===== src/rtl/mips32_loader_pkg.sv =====
// Shared definitions for the MIPS32 program loader: loader state encoding,
// the machine word width, and the HALT opcode that the core also uses.
// Optional build macro honoured by the loader: MIPS32_LOADER_CHECKSUM_EN.
package mips32_loader_pkg;

    localparam int WORD_W = 32;

    // Primary opcode of the HALT instruction, matching the core's decoder.
    localparam logic [5:0] HALT_OPCODE = 6'h3f;

    typedef enum logic [2:0] {
        IDLE,
        HDR_CNT,
        HDR_ADDR,
        DATA,
        CHK,
        START,
        RUN,
        ERR
    } state_t;

endpackage


===== src/rtl/mips32_byte_packer.sv =====
// Packs a big-endian byte stream into 32-bit words. The first byte of a word
// lands in bits [31:24]. o_word_valid pulses combinationally with the fourth
// accepted byte, and o_word is the completed word during that same cycle.
module mips32_byte_packer
    import mips32_loader_pkg::*;
(
    input  logic              clk,
    input  logic              rst,
    input  logic              i_valid,
    input  logic [7:0]        i_byte,
    output logic              o_word_valid,
    output logic [WORD_W-1:0] o_word
);

    logic [1:0]  r_idx;
    logic [23:0] r_shift;

    // Track the byte position within the word and shift earlier bytes up.
    // NOTE: sequential state uses non-blocking (<=) so every register samples
    // pre-edge values, independent of statement order.
    always_ff @(posedge clk or posedge rst) begin
        if (rst) begin
            r_idx   <= 2'd0;
            r_shift <= 24'd0;
        end else if (i_valid) begin
            r_idx   <= r_idx + 2'd1;
            r_shift <= {r_shift[15:0], i_byte};
        end
    end

    assign o_word_valid = i_valid && (r_idx == 2'd3);
    assign o_word       = {r_shift, i_byte};

endmodule


===== src/rtl/mips32_prog_loader.sv =====
// Boot-time program loader for the MIPS32 pipeline. It receives a header
// (word count N, load address A) and N program words over a byte stream. It
// writes the words to core memory, then releases the core at PC=A.
// Optional build macro: MIPS32_LOADER_CHECKSUM_EN adds a trailing checksum
// word equal to N ^ A ^ (all data words). The core is released only if the
// checksum matches.
module mips32_prog_loader
    import mips32_loader_pkg::*;
#(
    parameter int AW        = 10,
    parameter int MAX_WORDS = 1024
)
(
    input  logic          clk,
    input  logic          rst,
    input  logic          in_valid,
    input  logic [7:0]    in_data,
    output logic          in_ready,
    output logic          mem_we,
    output logic [AW-1:0] mem_addr,
    output logic [31:0]   mem_wdata,
    output logic          core_halt,
    output logic [31:0]   core_pc_init,
    output logic          core_start,
    output logic          busy,
    output logic          done,
    output logic          err
);

    localparam logic [32:0] DEPTH = 33'd1 << AW;
    localparam logic [31:0] MAX_N = 32'(MAX_WORDS);

    state_t r_state;
    state_t w_state_next;

    logic              w_xfer;
    logic              w_word_valid;
    logic [WORD_W-1:0] w_word;
    logic              w_addr_ovf;
    logic              w_data_done;

    logic [31:0]   r_n;
    logic [31:0]   r_word_cnt;
    logic          r_mem_we;
    logic [AW-1:0] r_mem_addr;
    logic [31:0]   r_mem_wdata;
    logic [31:0]   r_pc_init;
`ifdef MIPS32_LOADER_CHECKSUM_EN
    logic [31:0]   r_csum;
`endif

    // Bytes are accepted only while a word is expected. In DATA, acceptance
    // stops once the last word is complete, while its write is still pending.
    assign in_ready = (r_state == HDR_CNT) || (r_state == HDR_ADDR) ||
                      (r_state == CHK) ||
                      ((r_state == DATA) && (r_word_cnt != r_n));
    assign w_xfer   = in_valid && in_ready;

    mips32_byte_packer u_packer (
        .clk          (clk),
        .rst          (rst),
        .i_valid      (w_xfer),
        .i_byte       (in_data),
        .o_word_valid (w_word_valid),
        .o_word       (w_word)
    );

    // The load window must fit in memory. The 33-bit sum keeps the carry.
    assign w_addr_ovf  = ({1'b0, w_word} + {1'b0, r_n}) > DEPTH;
    // The final data write is on the bus this cycle.
    assign w_data_done = (r_state == DATA) && r_mem_we && (r_word_cnt == r_n);

    // State register.
    always_ff @(posedge clk or posedge rst) begin
        if (rst) r_state <= IDLE;
        else     r_state <= w_state_next;
    end

    // Next-state decode and the state-decoded control outputs.
    always_comb begin
        // NOTE: every output of this block gets a default first, so no path
        // leaves a signal unassigned and no latch is inferred.
        w_state_next = r_state;
        core_halt    = 1'b1;
        core_start   = 1'b0;
        busy         = 1'b0;
        done         = 1'b0;
        err          = 1'b0;
        case (r_state)
            IDLE: w_state_next = HDR_CNT;
            HDR_CNT: begin
                busy = 1'b1;
                if (w_word_valid) begin
                    if (w_word == 32'd0)    w_state_next = START;
                    else if (w_word > MAX_N) w_state_next = ERR;
                    else                    w_state_next = HDR_ADDR;
                end
            end
            HDR_ADDR: begin
                busy = 1'b1;
                if (w_word_valid) w_state_next = w_addr_ovf ? ERR : DATA;
            end
            DATA: begin
                busy = 1'b1;
`ifdef MIPS32_LOADER_CHECKSUM_EN
                if (w_data_done) w_state_next = CHK;
`else
                if (w_data_done) w_state_next = START;
`endif
            end
`ifdef MIPS32_LOADER_CHECKSUM_EN
            CHK: begin
                busy = 1'b1;
                if (w_word_valid) w_state_next = (w_word == r_csum) ? START : ERR;
            end
`endif
            START: begin
                busy         = 1'b1;
                core_start   = 1'b1;
                w_state_next = RUN;
            end
            RUN: begin
                core_halt = 1'b0;
                done      = 1'b1;
            end
            ERR:     err = 1'b1;
            default: w_state_next = IDLE;
        endcase
    end

    // Header capture, write-port pipeline, and word and address counters.
    always_ff @(posedge clk or posedge rst) begin
        if (rst) begin
            r_n         <= 32'd0;
            r_word_cnt  <= 32'd0;
            r_mem_we    <= 1'b0;
            r_mem_addr  <= '0;
            r_mem_wdata <= 32'd0;
            r_pc_init   <= 32'd0;
`ifdef MIPS32_LOADER_CHECKSUM_EN
            r_csum      <= 32'd0;
`endif
        end else begin
            r_mem_we <= 1'b0;
            case (r_state)
                HDR_CNT: if (w_word_valid) begin
                    r_n <= w_word;
`ifdef MIPS32_LOADER_CHECKSUM_EN
                    r_csum <= w_word;
`endif
                end
                HDR_ADDR: if (w_word_valid && !w_addr_ovf) begin
                    r_mem_addr <= w_word[AW-1:0];
                    r_pc_init  <= w_word;
`ifdef MIPS32_LOADER_CHECKSUM_EN
                    r_csum     <= r_csum ^ w_word;
`endif
                end
                DATA: begin
                    if (w_word_valid) begin
                        r_mem_we    <= 1'b1;
                        r_mem_wdata <= w_word;
                        r_word_cnt  <= r_word_cnt + 32'd1;
`ifdef MIPS32_LOADER_CHECKSUM_EN
                        r_csum      <= r_csum ^ w_word;
`endif
                    end
                    if (r_mem_we) r_mem_addr <= r_mem_addr + AW'(1);
                end
                default: ;
            endcase
        end
    end

    assign mem_we       = r_mem_we;
    assign mem_addr     = r_mem_addr;
    assign mem_wdata    = r_mem_wdata;
    assign core_pc_init = r_pc_init;

endmodule


===== config.mk =====
export PLATFORM = sky130hd
export DESIGN_NAME = mips32_prog_loader
export DESIGN_NICKNAME = d
export VERILOG_FILES = /design/src/rtl/mips32_loader_pkg.sv /design/src/rtl/mips32_byte_packer.sv /design/src/rtl/mips32_prog_loader.sv
export SDC_FILE = /design/constraint.sdc
export NUM_CORES = 1
export LEC_CHECK = 0
export CAP_MARGIN = 20
export CORE_MARGIN = 4
export CORE_UTILIZATION = 35
export DETAILED_ROUTE_END_ITERATION = 16
export SYNTH_ARGS = -nofsm -noshare
export SYNTH_HDL_FRONTEND = slang
export SYNTH_SLANG_ARGS = --single-unit
export TNS_END_PERCENT = 50

===== constraint.sdc =====
create_clock -name clk -period 6.1 [get_ports clk]
set_input_delay 1.22 -clock clk [delete_from_list [all_inputs] [get_ports clk]]
set_output_delay 1.22 -clock clk [all_outputs]
set_load 0.1 [all_outputs]

# [Word-level counts from Yosys, hierarchy flattened]
# Cells that the tools add are included.
[word_totals] out_inout_bits=81 inputBits=11 register_bits=168 wordCells=68
[classes] mux=17 n_reduce_logical=20 eq_ne=15 bitwise_logic=1 add_sub_neg=4 magnitude_cmp=2
[ops] operator="$add 32x32->33" n=1
[ops] operator="$gt 33x11->1 const B" n=1
[ops] operator="$add 32x1->32 const B" n=1
[ops] operator="$eq 32x32->1" n=1
[ops] operator="$gt 32x11->1 const B" n=1
[ops] operator="$logic_not 32->1" n=1
[ops] operator="$ne 32x32->1" n=1
[ops] operator="$mux 10" n=2
[ops] operator="$pmux 10 s2" n=1
[ops] operator="$mux 3" n=6
[ops] operator="$pmux 3 s6" n=1
[ops] operator="$eq 3x3->1 const B" n=4
[ops] operator="$add 10x1->10 const B" n=1
[ops] operator="$ne 2x2->1 const B" n=4
[ops] operator="$mux 1" n=7
[ops] operator="$eq 3x2->1 const B" n=2
[ops] operator="$logic_and 1x1->1" n=6
[ops] operator="$reduce_and 2->1" n=3
[ops] operator="$reduce_and 4->1" n=1
[ops] operator="$reduce_or 4->1" n=1
[ops] operator="$eq 3x1->1 const B" n=1
[ops] operator="$logic_not 3->1" n=1
[ops] operator="$logic_or 1x1->1" n=3
[ops] operator="$reduce_and 3->1" n=1
[ops] operator="other kinds (7)" n=7

# [Logic depth before layout (Yosys ltp)]
[depth] ltp_word=9 ltp_mapped=14 mapped_depth_nobuf=12

# [Cells and area by module]
# Synthesis repeated with hierarchy kept, for this count alone.
[unflattened] cells_unflattened=924 hier_area_um2=9532.9
[by_module_without_submodules] module="mips32_prog_loader" instances=1 seq_area_each_um2=3553.4 cells_each=858 area_per_inst_um2=8390.5
[by_module_without_submodules] module="mips32_byte_packer" instances=1 seq_area_each_um2=650.6 cells_each=66 area_per_inst_um2=1142.3

# [Least setup slack after synthesis]
# OpenSTA, ideal clock, no wires.
[synth_path] path_type="input-to-reg" start="input port in_data[6]" end="register r_pc_init[10], in the netlist core_pc_init[10]" setup_slack_ns=1.252 cell_stages=12 arrival_time_ns=4.720 setup_ns=0.128 required_ns=5.972 path_buffers=2 cell_sequence="ha_1 -> a211o_1 -> or2_1 -> o21ai_1 -> a21oi_1 -> or4_1 -> or4_1 -> or4_4 -> nor4b_4 -> buf_6 -> buf_6 -> mux2_1"
[synth_via] elab_chain_len=5
[synth_lines] item="start, declared" line_no="mips32_prog_loader.sv:17" source="input logic [7:0] in_data,"
[synth_lines] item="$add 32x32->33" line_no="mips32_prog_loader.sv:69" source="assign w_addr_ovf = ({1'b0, w_word} + {1'b0, r_n}) > DEPTH;"
[synth_lines] item="$gt 33x11->1" line_no="mips32_prog_loader.sv:69"
[synth_lines] item="$logic_not 1->1" line_no="mips32_prog_loader.sv:152" source="HDR_ADDR: if (w_word_valid && !w_addr_ovf) begin"
[synth_lines] item="$logic_and 1x1->1" line_no="mips32_prog_loader.sv:152"
[synth_lines] item="$reduce_and 2->1 (no line)"
[synth_lines] item="end signal, assigned" line_no="mips32_prog_loader.sv:154" source="r_pc_init <= w_word;"
[synth_lines] item="end, declared" line_no="mips32_prog_loader.sv:47" source="logic [31:0] r_pc_init;"
# No other way between the ends.
# A chain may end at the register's enable or synchronous reset.

# [Final worst setup path]
[layout_path] start="input port in_data[6]" end="register r_mem_addr[1], in the netlist mem_addr[1]"
[layout_via] elab_chain_len=6
[layout_lines] item="$add 32x32->33" line_no="mips32_prog_loader.sv:69"
[layout_lines] item="$gt 33x11->1" line_no="mips32_prog_loader.sv:69"
[layout_lines] item="$logic_not 1->1" line_no="mips32_prog_loader.sv:152"
[layout_lines] item="$logic_and 1x1->1" line_no="mips32_prog_loader.sv:152"
[layout_lines] item="$ne 2x1->1 (no line)"
[layout_lines] item="$reduce_and 3->1 (no line)"
[layout_lines] item="end signal, assigned" line_no="mips32_prog_loader.sv:153" source="r_mem_addr <= w_word[AW-1:0];"
[layout_lines] item="end signal, assigned" line_no="mips32_prog_loader.sv:168" source="if (r_mem_we) r_mem_addr <= r_mem_addr + AW'(1);"
[layout_lines] item="end, declared" line_no="mips32_prog_loader.sv:45" source="logic [AW-1:0] r_mem_addr;"
# No other way between the ends.

==> results.txt <==
----------------------------------------------------
[Route]
  Detailed Route WL ... 27580 um
  Initial DRC Count ... 528
  Number of optimization iterations in the first detailed-route pass ... 5
  Drc violations ... 0
  Antenna-violating nets left ... 0
  Via count ... approximately 7.6k
  Avg Vias per Cell ... 5.531
  Wire per inst ... around 20 um

[Die]
  Die outline area ... 0.02999 mm^2
  Std cell rows ... 60
  Die Y ... 173.2 um
  Number of top-level design ports ... 92
  Width of the chip ... 173.2 um
  Initial Utilization ... a little over a third
  Core area ... 0.02688 mm^2

[Timing]
  Final setup skew ... 21.86 ps
  Share of the cycle needed by the critical path after routing ... 87.52%
  Final-layout setup total negative slack ... 0 ps
  Relative max-transition margin ... 31.83%
  Smallest hold slack ... 481.1 ps
  Setup-failing EPs final ... 0
  Worst-margin pin slew ... 1019 ps
  FMAX ... between 0.15 and 0.2 GHz
  Max-slew violation total from the final report ... 0
  Setup repair after global routing missed its margin ... false
  Final worst path period need ... 5339 ps
  Final count of hold timing violations ... 0

[Logic synthesis]
  Mean post-synth cell area ... 10.16 um^2
  Count of flip-flops with a built-in enable after synthesis ... 0
  Sequential element share of the synthesized area ... between 40% and 50%
  Proportion of register bits with asynchronous set or reset after synthesis ... 100.0%
  Flip-flop and latch count after synthesis ... roughly 170
  Post-Synthesis Net Count ... ~990
  Count of different cell masters after synthesis ... between 70 and 80
  Synthesized cell area ... 0.009548 mm^2
  Commonest register cell after synthesis ... sky130_fd_sc_hd__dfrtp_1
  Yosys synthesis warning count ... 0
  Gate Count Post-Synth ... 940

[Clock network]
  Total of hold buffers inserted after clock tree synthesis ... 0
  Num Clock Sinks ... about 170
  Post-CTS setup-driven buffer insertion count ... 0
  TritonCTS clock tree ... yes
  Number of buffers created by CTS ... 17
  Maximum level of the CTS H-tree ... 4
  Count of instances resized after the clock tree is built ... 0
  Clk buf depth ... 2
  Clock-pin slew reported for the worst setup and hold paths after clock tree synthesis ... 80 ps
  Clock tree root buffer cell ... sky130_fd_sc_hd__clkbuf_16
  Insertion delay to the later sink of the worst-skew pair ... 440 ps

[Final layout]
  Nets@finish ... 1070
  Layout cells sized above 1 ... 13.72%
  Area growth from synthesis to final layout ... 19.55%
  Cell area after layout ... around 0.011 mm^2
  Antenna cell count ... 0

[Critical path]
  Cell type of the slowest stage on the worst timing path ... sky130_fd_sc_hd__or4_1
  Data required time of the critical path ... between 6000 and 7000 ps
  Most used cell along the critical path ... sky130_fd_sc_hd__or4_1
  CP top delay family ... simple AND/OR/NAND/NOR gates
  Setup crit start kind ... input port
  Critical path endpoint ... mem_addr[1]
  Critical path class ... in -> reg
  Worst setup slack for register-to-register paths ... approximately 1300 ps
  Worst setup path startpoint ... in_data[6]
  Arrival time reported for the critical path endpoint ... 5690 ps
  Cell count of the worst reg-to-reg path ... 12
  Cells traversed along the worst timing path ... clkdlybuf4s50_1 > ha_1 > a211o_1 > or2_1 > o21ai_1 > a21oi_1 > or4_1 > or4_1 > or4_4 > nor4b_4 > buf_12 > mux2i_1 > a221oi_2
  Slowest Stage Delay on Critical Path ... 520 ps
  Count of buffer and inverter cells on the critical path ... 2
  Stages on the worst setup path ... 13
  Terminus of the critical flop-to-flop path ... mem_addr[1]
  Startpoint of the worst-slack reg-to-reg timing path ... u_packer.r_shift[4]
  Crit path capture type ... flop
  Crit-path max FO ... 47

[GRT]
  Largest net degree at the start of global routing ... around 110
  Total grt overflow ... 0
  All-layer global routing usage ... around 18%
  Global-route wire length before repair ... 44100 um
  Number of antenna violations at the first check in global routing ... 0
  Via count of the first global-routing pass ... 7514

[Hold path]
  HP Class ... reg -> reg

[Power and ir drop]
  Power per unit of standard cell area ... 368.5 mW/mm^2
  Max rail drop VDD ... 0.4579 mV
  LEAKAGE ... just over 5 nW

[Placement]
  Number of buffer cells added on primary ports ... 91
  Cell area after placement ... 0.01080 mm^2
  Final weighted congestion in routability-driven placement ... 0.9278
  Hpwl dp ... approximately 21000 um

[Flow run]
  Max-cap violations ... 0

[Status]
  Result of the run ... finished, final reports clean

----------------------------------------------------
-- cells by family after synthesis --
family | after synthesis | share of synthesized area [%]
AO/OA/AOI/OAI | 194 | 13.58
XOR/XNOR | 75 | 6.880
adder cells (fa/ha/maj) | 36 | 4.796
buffers and inverters | 75 | 3.420
flip-flops | 168 | 44.03
multiplexers | 101 | 11.87
AND/OR/NAND/NOR | 291 | 15.42
-- cells in the final DEF (no fill, tap or decap), types with 19 or more instances in the layout --
| cell | synthesis | layout |
|---|---|---|
| sky130_fd_sc_hd__dfrtp_1 | 168 | 168 |
| sky130_fd_sc_hd__nand2_1 | 97 | 97 |
| sky130_fd_sc_hd__ha_1 | 35 | 35 |
| sky130_fd_sc_hd__nand4_1 | 33 | 33 |
| sky130_fd_sc_hd__inv_1 | 34 | 33 |
| sky130_fd_sc_hd__mux2_1 | 19 | 19 |
| sky130_fd_sc_hd__mux2_2 | 79 | 79 |
| sky130_fd_sc_hd__a21oi_1 | 48 | 48 |
| sky130_fd_sc_hd__o21ai_0 | 48 | 48 |
| sky130_fd_sc_hd__xnor2_1 | 61 | 61 |
| sky130_fd_sc_hd__clkdlybuf4s50_1 | 0 | 91 |
| sky130_fd_sc_hd__nor2_1 | 48 | 48 |
| sky130_fd_sc_hd__nand3_1 | 23 | 23 |
-- report_power, final --
| part | switching (W) | total [W] | internal (W) | leakage, nW |
|---|---|---|---|---|
| combinational | 0.00127 | 0.00170 | 0.000430 | 2.60 |
| clock | 0.000516 | 0.00106 | 0.000548 | 0.283 |
| sequential | 0.000168 | 0.00145 | 0.00128 | 2.20 |
| total | 0.00195 | 0.00421 | 0.00226 | 5.08 |
-- worst reg2reg max path, cell delays in order (launching register included) --
cell and delay [ps]:
sky130_fd_sc_hd__dfrtp_1 560, sky130_fd_sc_hd__ha_1 480, sky130_fd_sc_hd__a21oi_1 130, sky130_fd_sc_hd__o21ai_0 530, sky130_fd_sc_hd__a21oi_1 200, sky130_fd_sc_hd__and3_1 250
sky130_fd_sc_hd__or4_1 470, sky130_fd_sc_hd__or4_1 520, sky130_fd_sc_hd__or4_4 450, sky130_fd_sc_hd__nor4b_4 310, sky130_fd_sc_hd__buf_12 280, sky130_fd_sc_hd__mux2i_1 250
sky130_fd_sc_hd__a221oi_2 240
-- area by class of cell --
class	instances	area, um^2
clock buffers	17	425.4
clock inverters	14	158.9
multi-input cells	697	5022
flip-flops and latches	168	4204
inverters	35	136.4
well taps	341	426.7
fillers	2580	15460
repair buffers	104	1041
-- state kept, by name, indices dropped and copies added (netlist names) --
register / cells
mem_we: 1
mem_wdata: 32
u_packer.r_idx: 2
u_packer.r_shift: 24
r_state: 3
r_n: 32
core_pc_init: 32
mem_addr: 10
r_word_cnt: 32
-- Yosys cell counts (all sizes together), types with 3 or more instances --
master / number / area, um^2
inv: 34 / 127.6
o211ai: 7 / 52.55
or3: 8 / 50.05
a21oi: 48 / 240.2
o21ai: 53 / 265.3
nor4: 14 / 87.58
mux2: 98 / 1104
xnor2: 61 / 534.3
or4b: 3 / 30.03
dfrtp: 168 / 4204
nand4: 33 / 206.5
a211oi: 9 / 82.58
a221oi: 6 / 65.06
a22o: 3 / 26.28
nand3: 23 / 115.1
o21a: 9 / 67.56
o2111ai: 3 / 26.28
nor3: 18 / 90.09
and4: 4 / 35.03
nand2b: 6 / 37.54
mux2i: 3 / 30.03
and2: 4 / 25.02
nor2: 48 / 180.2
nand2: 97 / 364.1
a31oi: 6 / 37.54
a21boi: 4 / 30.03
buf: 14 / 96.34
a221o: 3 / 30.03
xor2: 14 / 122.6
o221ai: 4 / 35.03
nor2b: 4 / 25.02
nor4b: 3 / 41.29
or2: 7 / 43.80
o21bai: 3 / 22.52
and3: 8 / 50.05
a211o: 4 / 35.03
clkbuf: 26 / 98.84
or4: 6 / 48.80
a21o: 9 / 67.56
ha: 35 / 437.9
-- how the worst min path moves through the flow --
stage                           start                 to  slack [ps]  cells past startpoint
floorplan           u_packer.r_idx[0]  u_packer.r_idx[0]         450                      1
global placement         mem_wdata[7]       mem_wdata[7]         460                      2
detailed placement       mem_wdata[7]       mem_wdata[7]         470                      2
CTS                 u_packer.r_idx[0]  u_packer.r_idx[0]         480                      1
global route            mem_wdata[13]      mem_wdata[13]         510                      2
finish              u_packer.r_idx[0]  u_packer.r_idx[0]         480                      1
-- metal layers --
| layer | wire [um] | global-route usage [%] | up-vias |
|---|---|---|---|
| li1 | - | - | 3592 |
| met1 | 12620 | 24.89 | 3782 |
| met2 | 12820 | 29.37 | 199 |
| met3 | 1353 | 3.782 | 38 |
| met4 | 782 | 6.551 | 0 |
| met5 | 0 | 0 | - |
-- per-stage QoR --
stage | util (%) | power (W) | worst slack (ps) | std cells
floorplan | - | 0.002711 | 333.3 | 940
global placement | 40.20 | 0.003153 | 430.9 | 1344
detailed placement | 40.20 | 0.003162 | 349.0 | 1344
CTS | 42.37 | 0.004245 | 809.7 | 1375
global route | 42.47 | 0.004394 | 547.0 | 1376
finish | 42.47 | 0.004206 | 761.2 | 1376
(Power assumes the default switching activity.)
